--- config.mk ---
export PLATFORM = sky130hd
export DESIGN_NAME = pwm_gen
export DESIGN_NICKNAME = d
export VERILOG_FILES = /design/src/rtl/pwm_gen.sv
export SDC_FILE = /design/constraint.sdc
export NUM_CORES = 1
export LEC_CHECK = 0
export ABC_AREA = 1
export BUFFER_PORTS_ARGS = -buffer_cell sky130_fd_sc_hd__buf_2
export CAP_MARGIN = 15
export CORE_UTILIZATION = 55
export CTS_CLUSTER_SIZE = 14
export DETAILED_ROUTE_END_ITERATION = 7
export GPL_ROUTABILITY_DRIVEN = 0
export PLACE_DENSITY = 0.73
export SLEW_MARGIN = 15
export SYNTH_ARGS = -nofsm -noshare
export SYNTH_HDL_FRONTEND = slang
export SYNTH_SLANG_ARGS = --single-unit
--- constraint.sdc ---
create_clock -name clk -period 1.62 [get_ports clk]
set_input_delay 0.486 -clock clk [delete_from_list [all_inputs] [get_ports clk]]
set_output_delay 0.486 -clock clk [all_outputs]
set_load 0.05 [all_outputs]
--- src/rtl/pwm_gen.sv ---
// pwm_gen: prescaled PWM generator with double-buffered duty; PWM_DEADTIME_EN adds dead-time outputs
module pwm_gen #(
  parameter int WIDTH    = 8,
  parameter int PRESCALE = 1,
  parameter int DEADTIME = 2
) (
  input  logic             clk,
  input  logic             rst_n,
  input  logic [WIDTH-1:0] duty_in,
  input  logic             duty_valid,
  output logic             duty_ready,
  output logic             pwm_out,
  output logic             pwm_out_n,
  output logic             period_start
);
  localparam int PW = PRESCALE > 1 ? $clog2(PRESCALE) : 1;
  logic [PW-1:0]    psc;
  logic [WIDTH-1:0] cnt, duty_active, pending;
  logic             pending_full, tick, wrap, wrapped, raw;
  assign tick       = psc == PW'(PRESCALE - 1);
  assign wrap       = tick && cnt == '1;
  assign raw        = cnt < duty_active;
  assign duty_ready = ~pending_full;
  // prescaler and period counter
  always_ff @(posedge clk or negedge rst_n)
    if (!rst_n) begin
      psc <= '0;
      cnt <= '0;
    end else begin
      psc <= tick ? '0 : psc + 1'b1;
      if (tick) cnt <= cnt + 1'b1;
    end
  // pending slot filled by handshake, drained into the active duty only at wrap
  always_ff @(posedge clk or negedge rst_n)
    if (!rst_n) begin
      pending      <= '0;
      pending_full <= 1'b0;
      duty_active  <= '0;
    end else if (wrap && pending_full) begin
      duty_active  <= pending;
      pending_full <= 1'b0;
    end else if (duty_valid && !pending_full) begin
      pending      <= duty_in;
      pending_full <= 1'b1;
    end
  // period_start delayed one extra clock so it lines up with the registered outputs
  always_ff @(posedge clk or negedge rst_n)
    if (!rst_n) begin
      wrapped      <= 1'b0;
      period_start <= 1'b0;
    end else begin
      wrapped      <= wrap;
      period_start <= wrapped;
    end
`ifdef PWM_DEADTIME_EN
  localparam int DW = $clog2(DEADTIME + 2);
  logic          raw_q;
  logic [DW-1:0] run_q, run;
  // clocks raw has held its current level, saturating just past the dead time
  always_comb run = raw != raw_q ? DW'(1) : run_q > DW'(DEADTIME) ? run_q : run_q + 1'b1;
  // an output may go high only once raw has been stable longer than the dead time
  always_ff @(posedge clk or negedge rst_n)
    if (!rst_n) begin
      raw_q     <= 1'b0;
      run_q     <= '0;
      pwm_out   <= 1'b0;
      pwm_out_n <= 1'b0;
    end else begin
      raw_q     <= raw;
      run_q     <= run;
      pwm_out   <= raw && run > DW'(DEADTIME);
      pwm_out_n <= !raw && run > DW'(DEADTIME);
    end
`else
  // registered exact complement outputs
  always_ff @(posedge clk or negedge rst_n)
    if (!rst_n) begin
      pwm_out   <= 1'b0;
      pwm_out_n <= 1'b0;
    end else begin
      pwm_out   <= raw;
      pwm_out_n <= ~raw;
    end
`endif
endmodule
=== Word level (Yosys, flattened, before mapping) ===
Index checks and enable logic that the tools add are counted.

* Input port bits: 11
* Word-level logic and storage cells: 26
* Register bits after elaboration: 30
* Output and inout bits: 4

* Bitwise operators: 4
* Multiplexer cells: 3
* $add $sub $neg: 2
* Eq/ne operators: 1
* Reduce and logical (&&, ||, !) cells: 6
* $lt $le $gt $ge: 1

{| class="wikitable"
|+ Operator list
! kind !! count
|-
| adder 8 x 1 -> 8 bit, second input constant || 1
|-
| == test 8 bit, second input constant || 1
|-
| less-than comparator 8 bit || 1
|-
| NOT 1 bit || 4
|-
| logical AND 1 bit || 3
|-
| 2-to-1 mux 1 bit || 3
|-
| AND reduction 2 bit || 1
|-
| nonzero test 2 bit || 1
|-
| adder 1 bit, second input constant || 1
|-
| logical NOT 1 bit || 1
|}

=== Logic depth before layout (Yosys ltp) ===
* Depth in word-level cells: 5
* Mapped depth: 8

=== Least setup slack after synthesis ===
Ideal clock, no wire load.

* Path type: flip-flop to flip-flop
* Start: register cnt[1]
* End: register pending_full
* Library setup time: 0.117 ns
* Buffers on the path: 1
* Period minus slack after synthesis: 1.253 ns
* Stages on the path, launching flop included: 8
* Slack: 0.367 ns
* Data arrival time: 1.136 ns
* Cells stage by stage: dfrtp_1 > ha_1 > nand3_1 > inv_2 > nand3_4 > buf_6 > o21ai_1 > inv_1

* Cells in the longest elaborated chain, start to end: 4

{| class="wikitable"
|+ Ends and longest elaborated chain
! item !! RTL line !! source
|-
| start, declared || 18 || <nowiki>logic [WIDTH-1:0] cnt, duty_active, pending;</nowiki>
|-
| start signal, assigned || 31 || <nowiki>if (tick) cnt <= cnt + 1'b1;</nowiki>
|-
| == test 8 bit (*) || 21 || <nowiki>assign wrap = tick && cnt == '1;</nowiki>
|-
| logical AND 1 bit (*) || 21 ||
|-
| logical AND 1 bit (*) || 39 || <nowiki>end else if (wrap && pending_full) begin</nowiki>
|-
| 2-to-1 mux 1 bit / nonzero test 2 bit (equally long branches) || n/a ||
|-
| end signal, assigned || 37 || <nowiki>pending_full <= 1'b0;</nowiki>
|-
| end signal, assigned || 41 || <nowiki>pending_full <= 1'b0;</nowiki>
|-
| end signal, assigned || 44 || <nowiki>pending_full <= 1'b1;</nowiki>
|-
| end, declared || 19 || <nowiki>logic pending_full, tick, wrap, wrapped, raw;</nowiki>
|}

Mark *: on every way between the ends. The rest lies on a longest branch, timed or not.
A chain may end at the register's enable or synchronous reset.

=== Worst setup path in the final report ===
* Start: register pending_full
* End: output port duty_ready

* Cells in the longest elaborated chain, start to end: 1

{| class="wikitable"
|+ Ends and longest elaborated chain
! item !! RTL line !! source
|-
| NOT 1 bit || 23 || <nowiki>assign duty_ready = ~pending_full;</nowiki>
|-
| end, declared || 11 || <nowiki>output logic duty_ready,</nowiki>
|}

No other way between the ends.

==> results.py <==
metrics = {
    "yosys": {
        "synth-simple-area-share_pct": 14.4,
        "synth_cells": 133,
        "synth_most_common_cell": "dfrtp_1",
        "synth_compound_area_share_pct": 10.4,
        "ys_seq_area_share_pct": 54.9,
        "synthesis.nets": 152,
        "yosys_warnings": 0,
        "synthAdderAreaFrac_pct": 7.57,
        "yosysUniqueCellTypes": 19,
        "synth_top_family_by_area": "simple AND/OR/NAND/NOR gates",
        "synth_xor_area_share_pct": 3.97,
        "async_flop_share_pct": 100,
        "synthTopCellsByCount": "dfrtp_1, inv_1, nand2_1",
        "yosys.area.top_type": "dfrtp_1",
        "synth_area_per_cell_sq_um": 9.94,
        "synth.area.top_cells": "dfrtp_1, ha_1, inv_1",
        "synth-seq-cells": 29,
        "synthMuxAreaShare_pct": 0,
        "yosysTopAreaCellShare_pct": 54.9,
        "synth-main-ff-cell": "dfrtp_1",
        "synthesis.area_sq_um": 1320,
        "synth_edf_count": 0,
    },
    "worst_setup_path": {
        "worstSetupPathType": "reg2out",
        "critPathLaunch": "pending_full",
        "cp-end-kind": "output port",
        "start_kind": "flip-flop",
        "cp_slowest_stage_delay_ns": 0.44,
        "crit_slowest_cell": "dfrtp_1",
        "path_max_fanout": 3,
        "reg2reg_from": "cnt[1]",
        "crit_arrival_ns": 1.08,
        "cp.required_ns": 1.13,
        "crit_chain": "inv_2 > buf_2",
    },
    "layout": {
        "instances_no_fill": 181,
        "design_area_sq_um": 1460,
        "nNetsFinal": 171,
        "syn2layout_area_growth_pct": 10.4,
        "drive_gt1_share_pct": 23.5,
        "n_antenna_cell": 0,
    },
    "clocking": {
        "cts_sinks": 29,
        "clock_latency_ns": 0.31,
        "htree_levels": 2,
        "ctsLongestPathBuffers": 2,
        "cts_root_buf": "clkbuf_4",
        "cts_buffers": 5,
        "cts_setup_buffers": 0,
        "cts_tree": "done",
        "postCtsHoldBufs": 0,
        "cts.repair.resized": 0,
        "cts.clk_slew.worst_paths_ns": 0.09,
    },
    "sta": {
        "max_freq_mhz": 639,
        "worst_pin_slew_ns": 0.613,
        "fin_crit_sh_pct": 96.5,
        "final_hold_viol_count": 0,
        "maxSlewViolCount": 0,
        "slew_headroom_pct": 59.1,
        "holdWs_ns": 0.173,
        "setup_tns_ns": 0,
        "finClkSkew_ns": 0.00588,
        "setup_viol": 0,
        "period_needed_ns": 1.56,
        "rsz0062_at_grt": "no",
    },
    "placement": {
        "dp.cells": 173,
        "port-buffer-count": 14,
        "hpwl_mm": 1.36,
        "placed_cell_area_sq_um": 1410,
    },
    "detailed_routing": {
        "remaining_drc_errors": 0,
        "drtIter0Drc": 20,
        "vias": 858,
        "wire_per_inst_um": 10.6,
        "viasPerCell": 4.74,
        "first_pass_iters": 4,
        "final_antenna_net_count": 0,
        "drt_wl_total_mm": 1.91,
    },
    "job": {
        "maxCapViolations": 0,
    },
    "grt": {
        "grt-ovfl-total": 0,
        "antenna_found_initial": 0,
        "grt_start_max_net_pins": 30,
        "grt_pass1_wl_mm": 3.57,
        "grt_pass1_vias": 837,
        "grtUsageTotal_pct": 19.4,
    },
    "floorplan": {
        "io_pins": 15,
        "die_x_um": 51.0,
        "rows": 17,
        "die_area_sq_um": 2600,
        "start_util_pct": 59.2,
        "die_h_um": 51.0,
        "core_sq_um": 2230,
    },
    "min_path": {
        "holdCritPathClass": "in2async",
    },
    "power_and_ir_drop": {
        "irDropWorstVdd_mv": 0.649,
        "p_leak_nw": 0.764,
        "total_power_mw": 1.20,
        "power_density_nw_per_um2": 824,
    },
    "status": {
        "status": "finished, final reports clean",
    },
}
[where the power goes]
part / leakage [nW] / switching (mW) / internal [mW]
combinational: 0.378 / 0.0382 / 0.0187
sequential: 0.353 / 0.00541 / 0.746
clock: 0.0320 / 0.230 / 0.165
[state kept, by name, indices dropped and copies added, names as in the netlist]
register      count
cnt               8
pending_full      1
duty_active       8
wrapped           1
pwm_out           1
pwm_out_n         1
pending           8
period_start      1
[worst max-delay path, delay by kind of cell, from the launching register on]
kind     cells  cell delay (ns)
flops        1             0.44
buf+inv      2             0.32
[placed cells by master, fill, tap and decap left out]
cell / count
a21o_1: 1
o21ai_2: 8
nor4_1: 1
clkbuf_4: 5
nand2_1: 22
nand3_1: 2
ha_1: 8
inv_2: 3
xor2_1: 4
xnor2_1: 2
nor2_1: 12
nor3_4: 1
nand3_4: 1
a21oi_1: 11
inv_1: 23
clkbuf_1: 1
clkinv_2: 2
nand2_2: 2
buf_2: 14
dfrtp_1: 29
o21ai_1: 1
[logic make-up after synthesis]
family          count (synthesis)
xor+xnor                        6
flops                          29
simple gates                   41
compound gates                 21
buf+inv                        28
fa+ha+maj                       8
[final timing paths]
path | slack, ns | cells after the start | to
max | 0.06 | 2 | duty_ready
min | 0.17 | 1 | duty_active[0]
max reg2reg | 0.24 | 6 | duty_active[6]
min reg2reg | 0.36 | 0 | period_start
max in group asynchronous | 1.05 | 1 | cnt[6]
min in group clk | 0.36 | 0 | period_start
[cell type report]
cell class,instances,area [sq um]
multi-input combinational,76,480
sequential,29,726
clock inverter,2,10.0
tap,28,35.0
clock buffer,6,41.3
timing repair buffer,14,70.1
inverter,26,97.6
fill,196,773
[routing by layer]
| metal | vias up | share of wire (%) | GRT usage, % |
|---|---|---|---|
| li1 | 446 | - | - |
| met1 | 384 | 46 | 23.1 |
| met2 | 20 | 48 | 31.4 |
| met3 | 8 | 4.0 | 6.25 |
| met4 | 0 | 2.1 | 9.72 |
| met5 | - | 0 | 0 |
[through the flow]
step | util [%] | worst slack, ns
CTS | 65.4 | 0.0412
detailed placement | 63.1 | 0.222
global route | 65.4 | 0.00857
global placement | 63.1 | 0.284
finish | 65.4 | 0.0563
floorplan | - | 0.367
No activity file was read; power rests on OpenSTA's default activity.
